File: config.mk
export PLATFORM = sky130hd
export DESIGN_NAME = ram_loader_flat
export DESIGN_NICKNAME = d
export VERILOG_FILES = /design/src/rtl/ram_loader_if.sv /design/src/rtl/ram_loader.sv /design/src/flat_wrapper.sv
export SDC_FILE = /design/constraint.sdc
export NUM_CORES = 1
export LEC_CHECK = 0
export CAP_MARGIN = 15
export CORE_ASPECT_RATIO = 0.6
export CORE_UTILIZATION = 58
export CTS_BUF_LIST = sky130_fd_sc_hd__clkbuf_16
export DETAILED_ROUTE_END_ITERATION = 7
export PLACE_DENSITY_LB_ADDON = 0.05
export SYNTH_ARGS = -nofsm -noshare
export SYNTH_HDL_FRONTEND = slang
export SYNTH_SLANG_ARGS = --single-unit
File: constraint.sdc
create_clock -name clk -period 3.83 [get_ports clk]
set_input_delay 0.383 -clock clk [delete_from_list [all_inputs] [get_ports clk]]
set_output_delay 0.383 -clock clk [all_outputs]
set_load 0.05 [all_outputs]
File: src/rtl/ram_loader_if.sv
// Host-stream, RAM write-port and status signals of the program-RAM loader.
// master is the loader side; slave is the host/RAM/CPU side.
interface ram_loader_if #(
    parameter int DATA_W = 8,
    parameter int ADDR_W = 4
);
    logic              start;
    logic [ADDR_W:0]   load_len;
    logic [DATA_W-1:0] in_data;
    logic              in_valid;
    logic              in_ready;
    logic [ADDR_W-1:0] ram_addr;
    logic [DATA_W-1:0] ram_wdata;
    logic              ram_sel;
    logic [DATA_W-1:0] ram_rdata;
    logic              busy;
    logic              done;
    logic              fail;
    logic [DATA_W-1:0] checksum;

    modport master (
        input  start, load_len, in_data, in_valid, ram_rdata,
        output in_ready, ram_addr, ram_wdata, ram_sel, busy, done, fail, checksum
    );

    modport slave (
        output start, load_len, in_data, in_valid, ram_rdata,
        input  in_ready, ram_addr, ram_wdata, ram_sel, busy, done, fail, checksum
    );
endinterface

File: src/rtl/ram_loader.sv
// Streams host bytes into the program RAM from address 0, then reads them back
// and compares a mod-2^DATA_W checksum. All outputs are flops decoded from next state.
module ram_loader #(
    parameter int DATA_W = 8,
    parameter int ADDR_W = 4
) (
    input logic         clk,
    input logic         rst,
    ram_loader_if.master bus
);
    localparam int CNT_W = ADDR_W + 1;
    localparam logic [CNT_W-1:0] DEPTH = CNT_W'(1 << ADDR_W);
    localparam logic [CNT_W-1:0] ONE   = CNT_W'(1);

    typedef enum logic [2:0] {IDLE, LOAD, WRITE, VERIFY, CHECK, DONE, FAIL} state_t;

    state_t            state, state_n;
    logic [CNT_W-1:0]  len, len_n, wr_cnt, wr_cnt_n, rd_cnt, rd_cnt_n, len_req;
    logic [DATA_W-1:0] cks, cks_n, rd_sum, rd_sum_n, wdata, wdata_n;
    logic [ADDR_W-1:0] addr, addr_n;
    logic              sel, sel_n, rdy, rdy_n, busy_q, busy_n;
    logic              done_q, done_n, fail_q, fail_n;

    assign len_req = (bus.load_len == '0 || bus.load_len > DEPTH) ? DEPTH : bus.load_len;

    always_comb begin
        state_n  = state;
        len_n    = len;
        wr_cnt_n = wr_cnt;
        rd_cnt_n = rd_cnt;
        cks_n    = cks;
        rd_sum_n = rd_sum;
        wdata_n  = wdata;
        case (state)
            IDLE, DONE, FAIL: begin
                if (bus.start) begin
                    state_n  = LOAD;
                    len_n    = len_req;
                    wr_cnt_n = '0;
                    rd_cnt_n = '0;
                    cks_n    = '0;
                    rd_sum_n = '0;
                end
            end
            LOAD: begin
                if (bus.in_valid && rdy) begin
                    wdata_n = bus.in_data;
                    cks_n   = cks + bus.in_data;
                    state_n = WRITE;
                end
            end
            WRITE: begin
                if (wr_cnt == len - ONE) begin
                    state_n  = VERIFY;
                    rd_cnt_n = '0;
                end else begin
                    wr_cnt_n = wr_cnt + ONE;
                    state_n  = LOAD;
                end
            end
            VERIFY: begin
                rd_sum_n = rd_sum + bus.ram_rdata;
                rd_cnt_n = rd_cnt + ONE;
                if (rd_cnt == len - ONE) state_n = CHECK;
            end
            CHECK:   state_n = (rd_sum == cks) ? DONE : FAIL;
            default: state_n = IDLE;
        endcase
    end

    // Output flops are loaded from the next state so ram_sel is glitch-free.
    always_comb begin
        sel_n  = (state_n != WRITE);
        addr_n = '0;
        if (state_n == WRITE)  addr_n = wr_cnt_n[ADDR_W-1:0];
        if (state_n == VERIFY) addr_n = rd_cnt_n[ADDR_W-1:0];
        rdy_n  = (state_n == LOAD);
        busy_n = (state_n == LOAD) || (state_n == WRITE) ||
                 (state_n == VERIFY) || (state_n == CHECK);
        done_n = (state_n == DONE);
        fail_n = (state_n == FAIL);
    end

    always_ff @(posedge clk or posedge rst) begin
        if (rst) begin
            state  <= IDLE;
            len    <= '0;
            wr_cnt <= '0;
            rd_cnt <= '0;
            cks    <= '0;
            rd_sum <= '0;
            wdata  <= '0;
            addr   <= '0;
            sel    <= 1'b1;
            rdy    <= 1'b0;
            busy_q <= 1'b0;
            done_q <= 1'b0;
            fail_q <= 1'b0;
        end else begin
            state  <= state_n;
            len    <= len_n;
            wr_cnt <= wr_cnt_n;
            rd_cnt <= rd_cnt_n;
            cks    <= cks_n;
            rd_sum <= rd_sum_n;
            wdata  <= wdata_n;
            addr   <= addr_n;
            sel    <= sel_n;
            rdy    <= rdy_n;
            busy_q <= busy_n;
            done_q <= done_n;
            fail_q <= fail_n;
        end
    end

    assign bus.in_ready  = rdy;
    assign bus.ram_addr  = addr;
    assign bus.ram_wdata = wdata;
    assign bus.ram_sel   = sel;
    assign bus.busy      = busy_q;
    assign bus.done      = done_q;
    assign bus.fail      = fail_q;
    assign bus.checksum  = cks;
endmodule
File: src/flat_wrapper.sv
// flat-port wrapper written by rule: the top's interface ports become plain ports
module ram_loader_flat 
#(
    parameter int DATA_W = 8,
    parameter int ADDR_W = 4
)
  (clk, rst, bus_start, bus_load_len, bus_in_data, bus_in_valid, bus_ram_rdata, bus_in_ready, bus_ram_addr, bus_ram_wdata, bus_ram_sel, bus_busy, bus_done, bus_fail, bus_checksum);
  ram_loader_if #(.DATA_W(DATA_W), .ADDR_W(ADDR_W)) bus_i ();
  input logic clk;
  input logic rst;
  input wire logic [$bits(bus_i.start)-1:0] bus_start;
  input wire logic [$bits(bus_i.load_len)-1:0] bus_load_len;
  input wire logic [$bits(bus_i.in_data)-1:0] bus_in_data;
  input wire logic [$bits(bus_i.in_valid)-1:0] bus_in_valid;
  input wire logic [$bits(bus_i.ram_rdata)-1:0] bus_ram_rdata;
  output wire logic [$bits(bus_i.in_ready)-1:0] bus_in_ready;
  output wire logic [$bits(bus_i.ram_addr)-1:0] bus_ram_addr;
  output wire logic [$bits(bus_i.ram_wdata)-1:0] bus_ram_wdata;
  output wire logic [$bits(bus_i.ram_sel)-1:0] bus_ram_sel;
  output wire logic [$bits(bus_i.busy)-1:0] bus_busy;
  output wire logic [$bits(bus_i.done)-1:0] bus_done;
  output wire logic [$bits(bus_i.fail)-1:0] bus_fail;
  output wire logic [$bits(bus_i.checksum)-1:0] bus_checksum;
  assign bus_i.start = bus_start;
  assign bus_i.load_len = bus_load_len;
  assign bus_i.in_data = bus_in_data;
  assign bus_i.in_valid = bus_in_valid;
  assign bus_i.ram_rdata = bus_ram_rdata;
  assign bus_in_ready = bus_i.in_ready;
  assign bus_ram_addr = bus_i.ram_addr;
  assign bus_ram_wdata = bus_i.ram_wdata;
  assign bus_ram_sel = bus_i.ram_sel;
  assign bus_busy = bus_i.busy;
  assign bus_done = bus_i.done;
  assign bus_fail = bus_i.fail;
  assign bus_checksum = bus_i.checksum;
  ram_loader #(.DATA_W(DATA_W), .ADDR_W(ADDR_W)) u_core (.clk(clk), .rst(rst), .bus(bus_i));
endmodule
# After elaboration in Yosys (flattened, before gate mapping)
# Cells that the tools add are included.
# W data, S select, Z words.
# word_totals
word_cells	78
register_bits	51
input_bits	25
# op_classes
eq_ne	20
mux	19
n_lt_le_gt_ge	1
addsub	5
reduce_logical	18
# op_table
operator	count
$pmux W8 S2	2
$mux W5	5
$eq A3 B3 Y1 const B	6
$add A8 B8 Y8	2
$mux W8	2
$pmux W3 S5	1
$pmux W5 S3	1
$eq A3 B2 Y1 const B	4
$add A5 B1 Y5 const B	2
$eq A5 B5 Y1	2
$pmux W5 S2	1
$mux W3	3
$reduce_and A3 Y1	3
$eq A8 B8 Y1	1
$mux W4	2
$eq A3 B1 Y1 const B	2
$reduce_and A2 Y1	3
$reduce_bool A2 Y1	3
$gt A5 B5 Y1 const B	1
$logic_not A5 Y1	1
$sub A5 B1 Y5 const B	1
$logic_or A1 B1 Y1	4
$mux W2	2
$ne A2 B1 Y1 const B	2
other kinds (6)	7

# Longest topological paths before layout
# depth
word_depth	8
mapped_depth	8
depth_no_buf	8

# Worst setup path before layout
# Ideal clock, no wire load.
# synth_path
path_type	reg2reg
start	register u_core.cks[1], in the netlist u_core.bus.checksum[1]
end	register u_core.cks[7], in the netlist u_core.bus.checksum[7]
path_buffers	0
required_time_ns	3.743
t_arrival_ns	2.208
stages_incl_launch_ff	8
setup_slack_ns	1.535
cell_sequence	dfrtp_1 -> ha_1 -> a21o_1 -> a211oi_1 -> o21a_1 -> nor3b_1 -> or4b_1 -> o211ai_1
# synth_via
elab_chain_cells	3
# synth_rtl
item	line	rtl
from (decl)	ram_loader.sv:19	logic [DATA_W-1:0] cks, cks_n, rd_sum, rd_sum_n, wdata, wdata_n;
from (signal assigned)	ram_loader.sv:104	cks <= cks_n;
$add A8 B8 Y8	ram_loader.sv:48	cks_n = cks + bus.in_data;
$mux W8	ram_loader.sv:46	if (bus.in_valid && rdy) begin
$pmux W8 S2	ram_loader.sv:34	case (state)
# No other way between the ends. The select of a mux whose other input is x is not followed.
# A chain may end at the register's enable or synchronous reset.

# Worst setup path after layout
# layout_path
start	register u_core.state[0]
end	register u_core.cks[7], in the netlist u_core.bus.checksum[7]
# layout_via
elab_chain_cells	4
# layout_rtl
item	line	rtl
from (decl)	ram_loader.sv:17	state_t state, state_n;
from (signal assigned)	ram_loader.sv:100	state <= state_n;
$eq A3 B3 Y1 / $logic_not A3 Y1 (equally long branches)	ram_loader.sv:34	
$reduce_or A3 Y1	ram_loader.sv:34	
$ne A2 B2 Y1 (no source line) / $reduce_bool A2 Y1 (equally long branches)	--	
$reduce_and A3 Y1 (no source line)	--	
# Several ways; a longest one is shown, not always the timed one.

==> impl_metrics.csv <==
group,metric,value,unit
pwr,vdd_ir_drop_max,0.0004786,V
routing,ant_nets,0,
cts,path_clk_slew,0.07,ns
cts,cts_sinks,51,
floorplan,die_x,95.93,um
critical_path,worstPathMaxFanout,15,
placement,dp.cells,437,
logic_synthesis,post_synth.cell_area_avg,9.304,um^2
floorplan,die_area,5598,um^2
critical_path,r2r_setup_slack,1.08,ns
sta,drv_slew,0,
routing,first_pass_iters,5,
logic_synthesis,synth_async_sr_flop_share,100.0,%
sta,rsz0062_at_grt,"no",
cells_and_area,fillers,357,
floorplan,pin_count,50,
floorplan,row_count,20,
grt,grt_remaining_overflow,0,
critical_path,worst_setup_path_end_kind,"register",
logic_synthesis,ys_seq_area_share,41.61,%
grt,grt_pass1_vias,2167,
grt,antenna_found_initial,0,
routing,drcViolationCount,0,
logic_synthesis,yosysMostFrequentCell,"nand2_1",
critical_path,cp.arrival,2.96,ns
sta,min_period_over_period,71.74,%
floorplan,die_y,58.36,um
floorplan,design.core.area,5080,um^2
cells_and_area,antenna_cells,0,
hold_path,worstHoldPathType,"in -> async",
critical_path,crit_required,4.04,ns
sta,timing.fmax,363.9,MHz
critical_path,crit_type,"reg -> reg",
pwr,leakage,1.750,nW
cells_and_area,final_cell_count_no_fill,446,
cts,cts_made_buffers,5,
sta,post-route-min-period,2.748,ns
floorplan,start_util,60.44,%
placement,place_ws,1.117,ns
sta,tightestPinTransition,0.5606,ns
pwr,p_per_area,934.0,nW/um^2
cells_and_area,syn2layout_area_growth,23.88,%
logic_synthesis,synth_top_area_share,40.75,%
logic_synthesis,synth_area,3070,um^2
logic_synthesis,synth.net_count,375,
cts,clkLatencyLatePin,0.29,ns
cts,postCtsSetupRepairBufs,0,
logic_synthesis,synth_cells,330,
routing,finalWirelength,6.854,mm
sta,hold_viol,0,
sta,finalClockSkew,0.003724,ns
placement,gp_congestion,0.8669,
cts,root_buffer,"clkbuf_16",
job,timing.max_cap.violations,0,
logic_synthesis,ys.flop_type,"dfrtp_1",
critical_path,reg2reg_from,"u_core.state[0]",
cts,cts_resized,0,
sta,report.final.setup_viol,0,
cts,cts_tree,"built",
logic_synthesis,synth_area_leaders,"dfrtp_1 (41%), ha_1 (7.3%), nand2_1 (7.1%), xor2_1 (4.8%), o21ai_0 (4.6%)",
logic_synthesis,ys_types,48,
cells_and_area,drive_gt1_share,4.737,%
sta,slew_headroom,61.66,%
placement,portBuffers,49,
cells_and_area,final_nets,424,
cts,htreeDepth,2,
cts,cts_hold_buf,0,
cts,clockBufferDepth,2,
routing,avgRoutedWirePerCell,15.37,um
status,status,"finished clean",
routing,via_per_inst,5.740,
routing,vias,2560,
logic_synthesis,synth_top_cell_by_area,"dfrtp_1",
grt,grt_start_max_net_pins,52,
logic_synthesis,synth-seq-cells,51,
critical_path,critical_path.startpoint,"u_core.state[0]",
logic_synthesis,yosys_warnings,0,
sta,postLayoutSetupSlackWorst,1.082,ns
sta,fin_hold_ws,0.4293,ns
logic_synthesis,ys_top_cells_by_count,"nand2_1 (58), dfrtp_1 (50), o21ai_0 (28)",
critical_path,start_kind,"register",
critical_path,critPathCapture,"u_core.bus.checksum[7]",
routing,drt-initial-drc-count,169,
grt,grt_pass1_wl,11.34,mm
critical_path,r2r_end,"u_core.bus.checksum[7]",
logic_synthesis,synth-edff-count,0,
placement,dp_hpwl,5.138,mm
sta,tns,0,ns
critical_path,ff2ff_path_depth,6,
grt,grtUsageTotal,27.42,%
[layout by cell type (no fill, tap or decap), drive strengths merged, types with 2 or more instances in the layout]
cell           count
fa                 2
buf                3
a22o               7
o21ai             34
nand3             14
a31oi              8
nor2b              3
inv               12
or2                3
o21a               4
xnor3              4
a211oi             2
xnor2              9
o21bai             5
o22ai              2
clkinv             2
clkdlybuf4s50     49
a21o               3
xor2              17
a21oi             15
dfrtp             50
nand2b             6
nand2             58
nor2              16
ha                18
clkbuf             5
nor3b              2
nor3               8
nor4               2
[how the worst min path moves through the flow]
stage,from,end,slack (ns),depth (start not counted)
after global placement,u_core.bus.ram_wdata[3],u_core.bus.ram_wdata[3],0.46,2
after global routing,rst,u_core.bus.ram_wdata[0],0.48,2
after CTS,u_core.bus.ram_wdata[4],u_core.bus.ram_wdata[4],0.48,2
after detailed placement,u_core.bus.ram_wdata[4],u_core.bus.ram_wdata[4],0.47,2
final,rst,u_core.bus.ram_wdata[0],0.43,2
after floorplan,u_core.rd_sum[7],u_core.rd_sum[7],0.46,1
[kinds of logic after synthesis]
kind of cell	share of synthesized area, %
buffers and inverters	2.730
XOR/XNOR	11.12
AO/OA/AOI/OAI	16.71
adder cells (fa/ha/maj)	8.639
multiplexers	0.6927
AND/OR/NAND/NOR	18.50
flip-flops	41.61
[registers in the layout, summed over array words and instances (netlist names)]
signal and count:
u_core.bus.ram_addr 4, u_core.bus.busy 1, u_core.wr_cnt 5, u_core.bus.fail 1
u_core.bus.in_ready 1, u_core.bus.ram_sel 1, u_core.rd_cnt 5, u_core.len 5
u_core.state 3, u_core.bus.checksum 8, u_core.rd_sum 8, u_core.bus.ram_wdata 8
u_core.bus.done 1
[power breakdown]
group          leakage (nW)  internal (mW)  total (mW)  switching [mW]
combinational          1.02          0.818        2.03            1.21
sequential            0.654          0.762        1.03           0.266
clock                0.0812          0.305       0.494           0.190
total                  1.75           1.88        3.55            1.67
[critical path, stage by stage (launching register included)]
cell and delay, ns:
dfrtp_1 0.60, nand2b_1 0.15, nor2_1 0.33, and3_1 0.58
inv_1 0.35, or4b_1 0.57, o211ai_1 0.09
[layout make-up]
type	count	area, um^2	share of cell area (%)
clock buffers	5	125.1	3.289
repair buffers	52	525.5	13.82
inverters	12	45.04	1.184
well taps	66	82.58	2.171
flip-flops and latches	51	1277	33.59
clock inverters	3	38.79	1.020
multi-input cells	257	1709	44.93
[metrics by stage]
step                      utilization (%)  power, mW  instance area, um^2
final                               74.88      3.552                 3804
after floorplan                         -      2.476                 3070
after global routing                74.88      3.807                 3804
after CTS                           74.48      3.527                 3784
after detailed placement            71.26      3.014                 3620
after global placement              71.26      2.963                 3620
[layer usage]
layer  routed length, um  global-route usage (%)  vias up
met5                   0                       0        -
met3                 584                   7.752        6
li1                    -                       -     1260
met4                  42                   5.970        0
met2                2642                   35.41      116
met1                3584                   44.77     1178
Note: power is estimated with default switching activity, not from simulation.
